===== config.mk =====
export PLATFORM = sky130hd
export DESIGN_NAME = countdown_timer
export DESIGN_NICKNAME = d
export VERILOG_FILES = /design/src/rtl/countdown_timer.sv
export SDC_FILE = /design/constraint.sdc
export NUM_CORES = 1
export LEC_CHECK = 0
export CAP_MARGIN = 15
export CORE_UTILIZATION = 52
export CTS_BUF_LIST = sky130_fd_sc_hd__clkbuf_8
export CTS_CLUSTER_DIAMETER = 40
export CTS_CLUSTER_SIZE = 20
export DETAILED_ROUTE_END_ITERATION = 8
export PLACE_DENSITY = 0.83
export SYNTH_ARGS = -nofsm -noshare
export SYNTH_HDL_FRONTEND = slang
export SYNTH_SLANG_ARGS = --single-unit

===== constraint.sdc =====
create_clock -name CP -period 2.5 [get_ports CP]
set_input_delay 0.375 -clock CP [delete_from_list [all_inputs] [get_ports CP]]
set_output_delay 0.375 -clock CP [all_outputs]
set_load 0.005 [all_outputs]

===== src/rtl/countdown_timer.sv =====
// BCD mm:ss countdown timer with preset, start/pause and timed alarm.
// State encoding:
//   state     | meaning
//   S_IDLE    | stopped; holds preset or 00:00, waiting for START
//   S_RUN     | decrementing one second per TICK
//   S_PAUSE   | suspended mid-count, waiting for START
//   S_EXPIRED | count reached 00:00; ALARM high while TICKs are counted
module countdown_timer #(
  parameter int ALARM_TICKS = 10
) (
  input  logic       CP,
  input  logic       nCR,
  input  logic       TICK,
  input  logic       LOAD,
  input  logic       START,
  input  logic       PAUSE,
  input  logic [3:0] PRE_MT,
  input  logic [3:0] PRE_MU,
  input  logic [3:0] PRE_ST,
  input  logic [3:0] PRE_SU,
  output logic [3:0] MT,
  output logic [3:0] MU,
  output logic [3:0] ST,
  output logic [3:0] SU,
  output logic       RUNNING,
  output logic       DONE,
  output logic       ALARM
);

  localparam logic [1:0] S_IDLE    = 2'd0;
  localparam logic [1:0] S_RUN     = 2'd1;
  localparam logic [1:0] S_PAUSE   = 2'd2;
  localparam logic [1:0] S_EXPIRED = 2'd3;

  localparam logic [7:0] ALARM_LOAD = ALARM_TICKS[7:0];

  logic [1:0] state;
  logic [7:0] alarm_cnt;

  logic [3:0] dec_mt, dec_mu, dec_st, dec_su;
  logic       b_su, b_st, b_mu;
  logic       at_zero, at_one;

  logic [3:0] clamp_mt, clamp_mu, clamp_st, clamp_su;

  assign at_zero = (MT == 4'd0) && (MU == 4'd0) && (ST == 4'd0) && (SU == 4'd0);
  assign at_one  = (MT == 4'd0) && (MU == 4'd0) && (ST == 4'd0) && (SU == 4'd1);

  assign clamp_mt = (PRE_MT > 4'd5) ? 4'd5 : PRE_MT;
  assign clamp_mu = (PRE_MU > 4'd9) ? 4'd9 : PRE_MU;
  assign clamp_st = (PRE_ST > 4'd5) ? 4'd5 : PRE_ST;
  assign clamp_su = (PRE_SU > 4'd9) ? 4'd9 : PRE_SU;

  // One-second decrement with BCD borrow ripple; only used when count is nonzero.
  always_comb begin
    dec_su = SU - 4'd1;
    b_su   = 1'b0;
    if (SU == 4'd0) begin
      dec_su = 4'd9;
      b_su   = 1'b1;
    end
    dec_st = ST;
    b_st   = 1'b0;
    if (b_su) begin
      if (ST == 4'd0) begin
        dec_st = 4'd5;
        b_st   = 1'b1;
      end else begin
        dec_st = ST - 4'd1;
      end
    end
    dec_mu = MU;
    b_mu   = 1'b0;
    if (b_st) begin
      if (MU == 4'd0) begin
        dec_mu = 4'd9;
        b_mu   = 1'b1;
      end else begin
        dec_mu = MU - 4'd1;
      end
    end
    dec_mt = MT;
    if (b_mu) begin
      dec_mt = MT - 4'd1;
    end
  end

  // Control FSM, digit registers, alarm down-counter and registered flags.
  always_ff @(posedge CP or negedge nCR) begin
    if (!nCR) begin
      state     <= S_IDLE;
      MT        <= 4'd0;
      MU        <= 4'd0;
      ST        <= 4'd0;
      SU        <= 4'd0;
      RUNNING   <= 1'b0;
      DONE      <= 1'b0;
      ALARM     <= 1'b0;
      alarm_cnt <= 8'd0;
    end else begin
      DONE <= 1'b0;
      if (LOAD) begin
        MT        <= clamp_mt;
        MU        <= clamp_mu;
        ST        <= clamp_st;
        SU        <= clamp_su;
        state     <= S_IDLE;
        RUNNING   <= 1'b0;
        ALARM     <= 1'b0;
        alarm_cnt <= 8'd0;
      end else begin
        case (state)
          S_RUN: begin
            if (PAUSE) begin
              state   <= S_PAUSE;
              RUNNING <= 1'b0;
            end else if (TICK && !at_zero) begin
              MT <= dec_mt;
              MU <= dec_mu;
              ST <= dec_st;
              SU <= dec_su;
              if (at_one) begin
                state     <= S_EXPIRED;
                RUNNING   <= 1'b0;
                DONE      <= 1'b1;
                ALARM     <= 1'b1;
                alarm_cnt <= ALARM_LOAD;
              end
            end
          end
          S_IDLE, S_PAUSE: begin
            // A simultaneous PAUSE suppresses START.
            if (START && !PAUSE && !at_zero) begin
              state   <= S_RUN;
              RUNNING <= 1'b1;
            end
          end
          S_EXPIRED: begin
            if (TICK) begin
              if (alarm_cnt <= 8'd1) begin
                state     <= S_IDLE;
                ALARM     <= 1'b0;
                alarm_cnt <= 8'd0;
              end else begin
                alarm_cnt <= alarm_cnt - 8'd1;
              end
            end
          end
          default: begin
            state <= S_IDLE;
          end
        endcase
      end
    end
  end

endmodule

==> results.sh, run 1 <==
export IMPL_rrSetupSlack_ps=310
export IMPL_ys_seq_area_frac=0.386
export IMPL_via_per_inst=5.86
export IMPL_worstMarginPinSlew_ps=461
export IMPL_worstPathArrival_ps=2370
export IMPL_max_stage_delay_ps=440
export IMPL_place_detailed_hpwl_microns=3230
export IMPL_r2r_start="MT[0]"
export IMPL_cellPowerDensity_nw_per_um2=468
export IMPL_fin_crit_ps=2190
export IMPL_num_vias=1817
export IMPL_maxCapViolCount=0
export IMPL_total_power_uw=1140
export IMPL_clk_pin_slew_worst_paths_ps=60
export IMPL_final_nets=290
export IMPL_critPathLaunchType="flip-flop"
export IMPL_setup_viol=0
export IMPL_wl_per_cell_microns=14.4
export IMPL_cts_tree="done"
export IMPL_ant_nets=0
export IMPL_synth_flop_cell="dfrtp_1"
export IMPL_path_cells="inv_1, ha_1, nor3b_1, buf_4, or4_1, nor2_1, mux2_2, o32ai_1"
export IMPL_reg2reg_to="MT[1]"
export IMPL_skew_ps=7.40
export IMPL_tns_ps=0
export IMPL_critPathRequiredTime_ps=2680
export IMPL_finalMaxSlewViolations=0
export IMPL_drive_gt1_frac=0.0833
export IMPL_numClockSinks=29
export IMPL_io_pins=41
export IMPL_synth_warnings=0
export IMPL_synth_most_common_cell="dfrtp_1"
export IMPL_synthTopCellsByCount="dfrtp_1, nand2_1, o21ai_0, nor2_1, a21oi_1"
export IMPL_drc=0
export IMPL_stdcell_area_sq_um=2430
export IMPL_fp_dieH_microns=62.1
export IMPL_dieArea_sq_um=3860
export IMPL_grt_pass1_vias=1739
export IMPL_core_area_sq_um=3390
export IMPL_clk_path_buf_depth=2
export IMPL_p_leak_uw=0.000990
export IMPL_end_kind="flip-flop"
export IMPL_start_util=0.555
export IMPL_wl_microns=4470
export IMPL_path_class="reg -> reg"
export IMPL_area_growth_pct=29.4
export IMPL_overflow=0
export IMPL_r2r_cells=8
export IMPL_antennaDiodeCount=0
export IMPL_initialDrtViolationCount=175
export IMPL_syn_area_sq_um=1880
export IMPL_fmax_mhz=457
export IMPL_port_buffer_count=40
export IMPL_async_reset_ff_frac=1.00
export IMPL_antenna_found_initial=0
export IMPL_slew_limit_headroom=0.690
export IMPL_clockRootBuffer="clkbuf_8"
export IMPL_clk_latency_ps=290
export IMPL_status="complete, no violations"
export IMPL_synthesis_nets=242
export IMPL_hold_violations=0
export IMPL_worstHoldPathType="in -> async"
export IMPL_gp_congestion=0.931
export IMPL_grt_usage=0.258
export IMPL_synth_area_leader_cell="dfrtp_1"
export IMPL_cts_resized_gates=0
export IMPL_cp_slowest_cell="or4_1"
export IMPL_grt_pass1_wl_microns=7920
export IMPL_htreeDepth=2
export IMPL_synth_edf_count=0
export IMPL_post_cts_setup_buffers=0
export IMPL_die_w_microns=62.1
export IMPL_ys_ff_latch=29
export IMPL_rsz0062_at_grt="no"
export IMPL_grt_max_degree=30
export IMPL_post_route_period_util=0.874
export IMPL_dpl_cell_area_sq_um=2350
export IMPL_num_rows=21
export IMPL_synth_top_area_frac=0.386
export IMPL_avgSynthCellArea_sq_um=8.71
export IMPL_numCtsBuffers=5
export IMPL_irDropWorstVdd_uv=356
export IMPL_crit_path_max_fanout=4
export IMPL_ctsHoldBuffers=0
export IMPL_synth_area_leaders="dfrtp_1, nand2_1, o21ai_0"
export IMPL_synthDistinctLibCells=50
export IMPL_firstDrtPassIters=4
export IMPL_synthCells=216
[worst max path at each step]
stage | slack, ps | endpoint | from | depth (start not counted)
floorplan | 560 | MT[1] | MT[0] | 7
global placement | 260 | MU[2] | TICK | 6
detailed placement | 220 | MU[2] | TICK | 6
CTS | 300 | MT[1] | MT[0] | 8
global route | 160 | MT[1] | MT[0] | 8
finish | 310 | MT[1] | MT[0] | 8
[placed cells by master, fill, tap and decap left out, drive strengths merged, types with 5 or more instances in the layout]
cell and n:
nor3b 5, inv 13, clkdlybuf4s50 40, a21oi 13, nand2 27, buf 9, o21ai 20, clkbuf 6
nor2 17, nand3 6, nor3 12, dfrtp 29
[report_power, final]
part / internal (uW) / switching, uW
Sequential: 492 / 37.5
Combinational: 118 / 101
Clock: 214 / 176
[critical path: cells and delay by family (launching register included)]
family	cells	cell delay (ps)
AOI/OAI and AO/OA	1	120
and+or+nand+nor	3	790
adders and majority gates	1	190
DFF	1	400
buffers and inverters	2	230
muxes	1	360
[registers in the layout (all words and copies together), names as in the netlist]
| signal | count |
|---|---|
| RUNNING | 1 |
| DONE | 1 |
| MT | 4 |
| ST | 4 |
| state | 2 |
| SU | 4 |
| ALARM | 1 |
| MU | 4 |
| alarm_cnt | 8 |
[stage by stage]
step	instances	hold slack (ps)	setup WS (ps)	utilization
after floorplan	216	79.4	561	-
after global placement	303	490	258	0.693
final	310	476	314	0.718
after global routing	310	524	164	0.718
after CTS	310	488	304	0.718
after detailed placement	303	484	222	0.693
[area by class of cell]
type                    instances  area [sq um]
multi-input cells             167          1050
fillers                       276           956
flip-flops and latches         29           726
repair buffers                 49           468
clock buffers                   6          82.6
well taps                      46          57.6
inverters                      12          45.0
clock inverters                 1          3.75
[metal layers]
| metal | share of wire | global-route usage | wire [microns] |
|---|---|---|---|
| met1 | 0.45 | 0.337 | 2010 |
| met2 | 0.49 | 0.419 | 2180 |
| met3 | 0.055 | 0.0607 | 246 |
| met4 | 0.0081 | 0.0901 | 36 |
| met5 | 0 | 0 | 0 |
[logic make-up after synthesis]
family | Yosys count | share of synthesized area
simple gates | 91 | 0.272
compound gates | 64 | 0.220
flops | 29 | 0.386
buf+inv | 20 | 0.0552
xor+xnor | 4 | 0.0186
mux | 4 | 0.0220
fa+ha+maj | 4 | 0.0266
No activity file was read; power rests on OpenSTA's default activity.
==> inputs of run 2 (changes only) <==
CORE_UTILIZATION = 47   (was 52)
PLACE_DENSITY = 0.79   (was 0.83)
clock period = 1.8 ns   (was 2.5 ns; I/O delays follow)
==> results.sh, run 2 (synthesis results as in run 1) <==
export IMPL_worstPathArrival_ps=2130
export IMPL_fin_crit_ps=1950
export IMPL_maxCapViolCount=0
export IMPL_skew_ps=5.34
export IMPL_critPathLaunchType="flip-flop"
export IMPL_critPathRequiredTime_ps=1980
export IMPL_final_cell_mix="buf_4, clkdlybuf4s50_1, dfrtp_1"
export IMPL_slew_limit_headroom=0.613
export IMPL_dp_cells=332
export IMPL_finalMaxSlewViolations=0
export IMPL_clk_pin_slew_worst_paths_ps=60
export IMPL_clockRootBuffer="clkbuf_8"
export IMPL_seq_area_sq_um=727
export IMPL_area_growth_pct=57.2
export IMPL_cts_tree="done"
export IMPL_antenna_found_initial=0
export IMPL_gp_congestion=0.884
export IMPL_fmax_mhz=512
export IMPL_final_cell_count_no_fill=354
export IMPL_final_nets=331
export IMPL_cellPowerDensity_nw_per_um2=587
export IMPL_ant_nets=0
export IMPL_post_route_period_util=1.09
export IMPL_io_pins=41
export IMPL_worstMarginPinSlew_ps=566
export IMPL_port_buffer_count=40
export IMPL_firstDrtPassIters=4
export IMPL_htreeDepth=2
export IMPL_largest_reg_flops=8
export IMPL_numClockSinks=29
export IMPL_finalCoreUtilization=0.789
export IMPL_final_common_cell="buf_4"
export IMPL_grt_pass1_wl_microns=8930
export IMPL_overflow=0
export IMPL_irDropWorstVdd_uv=422
export IMPL_rsz0062_at_grt="yes"
export IMPL_grt_usage=0.278
export IMPL_fp_dieH_microns=65.3
export IMPL_tns_ps=-1300
export IMPL_crit_path_max_fanout=7
export IMPL_clk_path_buf_depth=2
export IMPL_place_detailed_hpwl_microns=3500
export IMPL_hold_violations=0
export IMPL_grt_pass1_vias=1974
export IMPL_num_vias=2028
export IMPL_wl_microns=5790
export IMPL_path_class="reg -> reg"
export IMPL_largest_register="alarm_cnt"
export IMPL_drive_gt1_frac=0.307
export IMPL_num_rows=22
export IMPL_dpl_cell_area_sq_um=2600
export IMPL_drc=0
export IMPL_worstHoldPathType="in -> async"
export IMPL_core_area_sq_um=3740
export IMPL_violations="setup timing"
export IMPL_p_leak_uw=0.00126
export IMPL_end_kind="flip-flop"
export IMPL_antennaDiodeCount=0
export IMPL_multi_input_area_sq_um=1240
export IMPL_setup_viol=19
export IMPL_wl_per_cell_microns=16.4
export IMPL_status="finished, violations left"
export IMPL_fillers=264
export IMPL_dieArea_sq_um=4260
export IMPL_numCtsBuffers=5
export IMPL_hold_slack_ps=373
export IMPL_clk_latency_ps=290
export IMPL_stdcell_area_sq_um=2960
export IMPL_grt_max_degree=30
export IMPL_worst_slack_ps=-155
export IMPL_die_w_microns=65.3
export IMPL_start_util=0.502
export IMPL_initialDrtViolationCount=175
export IMPL_via_per_inst=5.73
[run 2: critical path: stages (launching register included)]
cell      delay, ps
dfrtp_1         400
inv_2           110
ha_4            140
nor3b_4         250
nand4_1         180
buf_4           190
o21a_4          220
o21bai_1        150
a22o_1          200
[run 2: report_power, final]
group          internal (uW)  switching [uW]  leakage [uW]
clock                    300             256     0.0000538
sequential               684            36.5      0.000372
combinational            245             215      0.000836
total                   1230             507       0.00126
[run 2: final timing paths]
| kind | slack (ps) | cells past startpoint | start | endpoint |
|---|---|---|---|---|
| worst max-delay path | -150 | 8 | MT[0] | alarm_cnt[3] |
| worst min-delay path | 370 | 2 | nCR | alarm_cnt[4] |
| worst max register to register | -150 | 8 | MT[0] | alarm_cnt[3] |
| worst min register to register | 530 | 1 | alarm_cnt[7] | alarm_cnt[7] |
| max in group asynchronous | 1120 | 2 | nCR | SU[3] |
| min in group CP | 470 | 5 | TICK | SU[0] |
[run 2: area by class of cell]
class	count	share of cell area
Timing Repair Buffer	89	0.268
Inverter	12	0.0161
Multi-Input combinational cell	168	0.420
Clock buffer	6	0.0279
Sequential cell	29	0.246
Clock inverter	2	0.00254
Tap cell	48	0.0203
[run 2: what timing repair did]
item                                    CTS  global route
cloned                                    1             0
endpoints found under the setup margin   16            24
setup buffers                             9             6
pin swaps                                12            18
gates resized for setup                  19            23
hold buffers                              0             0
[run 2: layer usage]
metal,GRT usage,wire length (microns),vias up,part of all wire
met5,0,0,-,0
met4,0.160,136,0,0.023
met3,0.0538,267,12,0.046
met2,0.465,3000,70,0.52
met1,0.331,2390,975,0.41
li1,-,-,971,-
[run 2: per-stage QoR]
step | power [uW] | worst slack, ps
global route | 1810 | -215
floorplan | 896 | -107
global placement | 1120 | -230
detailed placement | 1120 | -301
CTS | 1700 | -61.3
finish | 1740 | -155
